File: config.mk
export PLATFORM = sky130hd
export DESIGN_NAME = calc2_top_core
export DESIGN_NICKNAME = d
export VERILOG_FILES = /design/src/rtl/calc2_top_core.sv
export SDC_FILE = /design/constraint.sdc
export NUM_CORES = 2
export LEC_CHECK = 0
export CAP_MARGIN = 10
export CORE_UTILIZATION = 56
export CTS_CLUSTER_SIZE = 25
export DETAILED_ROUTE_END_ITERATION = 10
export GPL_TIMING_DRIVEN = 0
export PLACE_DENSITY_LB_ADDON = 0.1
export SYNTH_ARGS = -nofsm -noshare
export SYNTH_HDL_FRONTEND = slang
export SYNTH_SLANG_ARGS = --single-unit
File: constraint.sdc
create_clock -name c_clk -period 54.2 [get_ports c_clk]
set_input_delay 10.84 -clock c_clk [delete_from_list [all_inputs] [get_ports c_clk]]
set_output_delay 10.84 -clock c_clk [all_outputs]
set_load 0.01 [all_outputs]
File: src/rtl/calc2_top_core.sv
// calc2_top_core: four independent request ports, each feeding a 4-deep FIFO
// of complete two-cycle requests. Two execution units (add/sub/invalid and
// shift) each pick one FIFO head per cycle by round-robin. The result is
// registered onto the granted port's outputs as the entry pops.
// Handshake: no backpressure. A non-zero cmd opens a request, the next cycle
// carries operand2, and a request that finds its FIFO full is silently dropped.
module calc2_top_core (
   input  logic        c_clk,
   input  logic [6:0]  reset,
   input  logic [3:0]  req1_cmd_in,
   input  logic [31:0] req1_data_in,
   input  logic [1:0]  req1_tag_in,
   input  logic [3:0]  req2_cmd_in,
   input  logic [31:0] req2_data_in,
   input  logic [1:0]  req2_tag_in,
   input  logic [3:0]  req3_cmd_in,
   input  logic [31:0] req3_data_in,
   input  logic [1:0]  req3_tag_in,
   input  logic [3:0]  req4_cmd_in,
   input  logic [31:0] req4_data_in,
   input  logic [1:0]  req4_tag_in,
   output logic [1:0]  out_resp1,
   output logic [31:0] out_data1,
   output logic [1:0]  out_tag1,
   output logic [1:0]  out_resp2,
   output logic [31:0] out_data2,
   output logic [1:0]  out_tag2,
   output logic [1:0]  out_resp3,
   output logic [31:0] out_data3,
   output logic [1:0]  out_tag3,
   output logic [1:0]  out_resp4,
   output logic [31:0] out_data4,
   output logic [1:0]  out_tag4
);

   // any reset bit high holds the whole block in reset
   logic rst;
   assign rst = |reset;

   logic [3:0]  cmd_in  [4];
   logic [31:0] data_in [4];
   logic [1:0]  tag_in  [4];
   assign cmd_in[0] = req1_cmd_in;  assign data_in[0] = req1_data_in;  assign tag_in[0] = req1_tag_in;
   assign cmd_in[1] = req2_cmd_in;  assign data_in[1] = req2_data_in;  assign tag_in[1] = req2_tag_in;
   assign cmd_in[2] = req3_cmd_in;  assign data_in[2] = req3_data_in;  assign tag_in[2] = req3_tag_in;
   assign cmd_in[3] = req4_cmd_in;  assign data_in[3] = req4_data_in;  assign tag_in[3] = req4_tag_in;

   // operand1 capture while waiting for operand2
   logic        pend  [4];
   logic [3:0]  p_cmd [4];
   logic [1:0]  p_tag [4];
   logic [31:0] p_op1 [4];

   // per-port FIFO storage and pointers
   logic [3:0]  f_cmd [4][4];
   logic [1:0]  f_tag [4][4];
   logic [31:0] f_op1 [4][4];
   logic [31:0] f_op2 [4][4];
   logic [1:0]  wp  [4];
   logic [1:0]  rp  [4];
   logic [2:0]  cnt [4];

   // registered outputs
   logic [1:0]  resp_q [4];
   logic [31:0] data_q [4];
   logic [1:0]  tag_q  [4];

   // round-robin pointers: the port searched first by each unit
   logic [1:0] ptr_as, ptr_sh;

   logic [3:0]  req_as, req_sh, gnt_as, gnt_sh, pop, wr;
   logic [33:0] head_res [4];

   // result of one request: {resp, data}
   function automatic logic [33:0] exec_op(input logic [3:0] cmd, input logic [31:0] a,
                                           input logic [31:0] b);
      logic [32:0] sum;
      sum = {1'b0, a} + {1'b0, b};
      case (cmd)
         4'd1:    exec_op = sum[32] ? {2'd2, 32'd0} : {2'd1, sum[31:0]};
         4'd2:    exec_op = (a >= b) ? {2'd1, a - b} : {2'd2, 32'd0};
         4'd5:    exec_op = {2'd1, a << b[4:0]};
         4'd6:    exec_op = {2'd1, a >> b[4:0]};
         default: exec_op = {2'd2, 32'd0};
      endcase
   endfunction

   // one-hot grant of the first requester at or after ptr
   function automatic logic [3:0] rr_pick(input logic [3:0] req, input logic [1:0] ptr);
      logic [1:0] idx;
      rr_pick = 4'd0;
      for (int k = 0; k < 4; k++) begin
         idx = ptr + 2'(k);
         if (rr_pick == 4'd0 && req[idx]) rr_pick[idx] = 1'b1;
      end
   endfunction

   // head decode, unit requests, arbitration and FIFO write enables
   always_comb begin
      req_as = 4'd0;
      req_sh = 4'd0;
      wr     = 4'd0;
      for (int p = 0; p < 4; p++) begin
         head_res[p] = exec_op(f_cmd[p][rp[p]], f_op1[p][rp[p]], f_op2[p][rp[p]]);
         if (cnt[p] != 3'd0) begin
            if (f_cmd[p][rp[p]] == 4'd5 || f_cmd[p][rp[p]] == 4'd6) req_sh[p] = 1'b1;
            else                                                   req_as[p] = 1'b1;
         end
         wr[p] = pend[p] && (cnt[p] != 3'd4);
      end
      gnt_as = rr_pick(req_as, ptr_as);
      gnt_sh = rr_pick(req_sh, ptr_sh);
      pop    = gnt_as | gnt_sh;
   end

   // control state: request capture, FIFO pointers, arbitration pointers, outputs
   always_ff @(posedge c_clk or posedge rst) begin
      if (rst) begin
         for (int p = 0; p < 4; p++) begin
            pend[p]   <= 1'b0;
            p_cmd[p]  <= 4'd0;
            p_tag[p]  <= 2'd0;
            p_op1[p]  <= 32'd0;
            wp[p]     <= 2'd0;
            rp[p]     <= 2'd0;
            cnt[p]    <= 3'd0;
            resp_q[p] <= 2'd0;
            data_q[p] <= 32'd0;
            tag_q[p]  <= 2'd0;
         end
         ptr_as <= 2'd0;
         ptr_sh <= 2'd0;
      end else begin
         for (int p = 0; p < 4; p++) begin
            if (pend[p]) begin
               pend[p] <= 1'b0;
            end else if (cmd_in[p] != 4'd0) begin
               pend[p]  <= 1'b1;
               p_cmd[p] <= cmd_in[p];
               p_tag[p] <= tag_in[p];
               p_op1[p] <= data_in[p];
            end
            if (wr[p])  wp[p] <= wp[p] + 2'd1;
            if (pop[p]) rp[p] <= rp[p] + 2'd1;
            cnt[p] <= cnt[p] + {2'd0, wr[p]} - {2'd0, pop[p]};
            if (pop[p]) begin
               {resp_q[p], data_q[p]} <= head_res[p];
               tag_q[p]               <= f_tag[p][rp[p]];
            end else begin
               resp_q[p] <= 2'd0;
               data_q[p] <= 32'd0;
               tag_q[p]  <= 2'd0;
            end
            if (gnt_as[p]) ptr_as <= 2'(p + 1);
            if (gnt_sh[p]) ptr_sh <= 2'(p + 1);
         end
      end
   end

   // FIFO payload storage; validity is tracked by the pointers above
   always_ff @(posedge c_clk) begin
      for (int p = 0; p < 4; p++) begin
         if (wr[p]) begin
            f_cmd[p][wp[p]] <= p_cmd[p];
            f_tag[p][wp[p]] <= p_tag[p];
            f_op1[p][wp[p]] <= p_op1[p];
            f_op2[p][wp[p]] <= data_in[p];
         end
      end
   end

   assign out_resp1 = resp_q[0];  assign out_data1 = data_q[0];  assign out_tag1 = tag_q[0];
   assign out_resp2 = resp_q[1];  assign out_data2 = data_q[1];  assign out_tag2 = tag_q[1];
   assign out_resp3 = resp_q[2];  assign out_data3 = data_q[2];  assign out_tag3 = tag_q[2];
   assign out_resp4 = resp_q[3];  assign out_data4 = data_q[3];  assign out_tag4 = tag_q[3];

endmodule

==> out/qor.txt <==
run status - complete, no violations
multi-input logic area - 0.0340 mm²
share of layout cells above drive strength 1 - 11.6%
average vias per placed instance - 6.66
Max Slew Vio Count - 0
number of buffers added to fix hold violations after cts - 0
sequential cell area fraction in the yosys report - 53.3%
number of standard cells in the final layout excluding fillers - 9295
Storage cell area - 0.0419 mm²
post-route clock skew - 42.4 ps
Final Critical Period - 13320 ps
summed instance area of the synthesized netlist - 0.0787 mm²
vias after detailed routing - 61909
htree depth - 4
GRT Overall Usage - 38.6%
Yosys warnings - 0
pin count of the biggest net entering global routing - 61
number of nets at the end of the flow - 7754
Post-Syn Instances - 6789
Top Ports - 304
data arrival time of the critical path - 14310 ps
library cell with the largest summed area after synthesis - sky130_fd_sc_hd__edfxtp_1
initial antenna violation count - 26
Max stage delay cell, worst path - sky130_fd_sc_hd__or4_1
Final HPWL DP - 204 mm
Critical Path Sink Type - async pin
Area Overhead vs Synth - 14.1%
final worst-path cycle share - 24.6%
clock-pin transition on the worst setup and hold timing paths - 60 ps
root buffer selected by CTS - sky130_fd_sc_hd__clkbuf_16
Horiz. Die Dim - 377 µm
Total Wirelength - 278 mm
final number of setup-violating endpoints - 0
number of rows created at floorplan - 137
Syn Nets - 7257
most common cell in the netlist - sky130_fd_sc_hd__edfxtp_1
most used flip-flop cell after synthesis - sky130_fd_sc_hd__edfxtp_1
largest stage delay on the critical path - 550 ps
area of the die - 0.142 mm²
Worst Setup Path Type - primary input to async pin
maximum fanout count along the critical path - 17
number of antenna-violating nets in the routed design - 0
type of the most critical hold path - flop to flop
RSZ-0062 raised after global routing - no
count of flip-flops with a built-in enable after synthesis - 1120
summed negative setup slack over all endpoints - 0 ps
number of fill cells in the layout - 10489
clk_lat worst skew - 810 ps
leading post-synthesis cells by cell area - sky130_fd_sc_hd__edfxtp_1, sky130_fd_sc_hd__dfrtp_1, sky130_fd_sc_hd__mux4_2
DRC errors left - 0
Pre-Repair DR Iteration Count - 8
average footprint of a synthesized cell - 11.6 µm²
Inst Count DP - 9016
Port Buffers - 303
post-CTS setup repair buffer count - 0
transition time at the pin with the least slew margin - 1340 ps
final hold violation count - 0
vertical die dimension - 377 µm
starting density of the core - 56.4%
Initial DRC Count - 9127
maximum capacitance violations - 0
post-synthesis cell type count - 102
list of most frequent post-synthesis cells - sky130_fd_sc_hd__edfxtp_1, sky130_fd_sc_hd__nor2_1, sky130_fd_sc_hd__a21oi_1
last weighted congestion value of the routability-driven placer - 1.05
sequence of cells on the critical path - clkdlybuf4s50_1 -> or4_1 -> nor4_4 -> buf_6 -> buf_6 -> buf_6 -> buf_8 -> buf_6 -> buf_6 -> buf_6 -> buf_6 -> buf_6 -> buf_6
critical path startpoint category - primary input
global-route wire length before repair - 401 mm
number of gates resized after CTS - 0
post-synthesis sequential element count - 1452
post-detailed-route wirelength per cell - 29.9 µm
Final Util - 64.4%
area share of the largest cell type after synthesis - 42.7%
max-slew headroom at the worst pin - 9.85%
number of buffers inserted during clock tree synthesis - 141
largest buffer count on any clock path - 3
via count of the first global-routing pass - 59753
clock tree from TritonCTS - built
number of sinks on the clock net - 1452
total grt overflow - 0
Hold WS - 510 ps
Worst Path Required - 55190 ps
placeable core region - 0.140 mm²
crit-path most repeated cell - sky130_fd_sc_hd__buf_6
share of synthesized flip-flops with an asynchronous set or reset - 22.9%
Highest Clock Rate - 75.1 MHz
## cell usage in the layout, fill, tap and decap left out, types with 57 or more instances in the layout
cell | synthesis | layout
sky130_fd_sc_hd__a211oi_1 | 71 | 71
sky130_fd_sc_hd__a21o_1 | 78 | 78
sky130_fd_sc_hd__a21oi_1 | 590 | 590
sky130_fd_sc_hd__a31oi_1 | 76 | 76
sky130_fd_sc_hd__buf_1 | 80 | 79
sky130_fd_sc_hd__clkbuf_1 | 298 | 343
sky130_fd_sc_hd__clkbuf_16 | 0 | 144
sky130_fd_sc_hd__clkdlybuf4s50_1 | 0 | 303
sky130_fd_sc_hd__dfrtp_1 | 332 | 332
sky130_fd_sc_hd__edfxtp_1 | 1120 | 1120
sky130_fd_sc_hd__ha_1 | 296 | 296
sky130_fd_sc_hd__inv_1 | 313 | 313
sky130_fd_sc_hd__mux2_2 | 191 | 191
sky130_fd_sc_hd__mux2i_1 | 116 | 116
sky130_fd_sc_hd__mux4_2 | 270 | 270
sky130_fd_sc_hd__nand2_1 | 430 | 430
sky130_fd_sc_hd__nand2b_1 | 76 | 76
sky130_fd_sc_hd__nor2_1 | 817 | 817
sky130_fd_sc_hd__nor2b_1 | 57 | 57
sky130_fd_sc_hd__nor3_1 | 80 | 80
sky130_fd_sc_hd__o21ai_0 | 425 | 425
sky130_fd_sc_hd__o21bai_1 | 78 | 78
sky130_fd_sc_hd__o22ai_1 | 107 | 107
sky130_fd_sc_hd__xnor2_1 | 92 | 92
## worst max-delay path: cells and delay by family
kind	cells	cell delay, ps
and+or+nand+nor	2	1000
buffers and inverters	11	2380
## worst paths after layout
kind,startpoint,endpoint,slack (ps),cells past startpoint
min in group asynchronous,reset[3],p_op1[51]$_DFFE_PP0P_,10540,2
min,p_op1[4]$_DFFE_PP0P_,f_op1[3][100]$_DFFE_PP_,510,0
min reg2reg,p_op1[4]$_DFFE_PP0P_,f_op1[3][100]$_DFFE_PP_,510,0
max reg2reg,rp[3]$_DFFE_PP0P_,out_data3[4]$_DFF_PP0_,45100,20
max,reset[5],out_data2[11]$_DFF_PP0_,40880,13
max in group c_clk,req3_cmd_in[0],p_op1[35]$_DFFE_PP0P_,41160,6
## kinds of logic after synthesis
kind of cell / count (synthesis) / share of synthesized area, %
flip-flops: 1452 / 53.3
XOR/XNOR: 109 / 1.23
buffers and inverters: 729 / 3.61
AND/OR/NAND/NOR: 1725 / 9.65
multiplexers: 578 / 12.0
AO/OA/AOI/OAI: 1888 / 15.3
adder cells (fa/ha/maj): 308 / 5.01
## flip-flops by register name, indices dropped and copies added, names as in the netlist, 4 cells and up
name and cells:
f_op1 512, f_op2 512, p_op1 128, f_cmd 64
f_tag 32, out_data1 32, out_data2 32, out_data3 32
out_data4 32, p_cmd 16, cnt 12, p_tag 8
rp 8, wp 8, pend 4
## stage by stage
step           instance area [µm²]  worst slack, ps
2_1_floorplan                78700            17280
3_3_place_gp                 84100             3210
3_5_place_dp                 85000            40000
4_1_cts                      89800            40820
5_1_grt                      89800            40620
6_report                     89800            40880
## layout make-up
class / instances / area share [%]
Sequential cell: 1452 / 46.7
Inverter: 322 / 1.35
Antenna cell: 13 / 0.0362
Buffer: 407 / 1.82
Tap cell: 1876 / 2.61
Clock inverter: 60 / 0.907
Clock buffer: 203 / 4.41
Multi-Input combinational cell: 4608 / 37.9
Timing Repair Buffer: 354 / 4.34
## layer usage
| layer | vias to the layer above | track usage (%) | wire (µm) |
|---|---|---|---|
| met5 | - | 0 | 97 |
| met4 | 16 | 18.7 | 14600 |
| met3 | 716 | 7.22 | 28400 |
| met2 | 4042 | 59.6 | 127000 |
| met1 | 30585 | 52.6 | 108000 |
| li1 | 26550 | - | - |
Power is not shown: default switching activity piles up to over one toggle a cycle in this logic, so the estimate is an artifact.
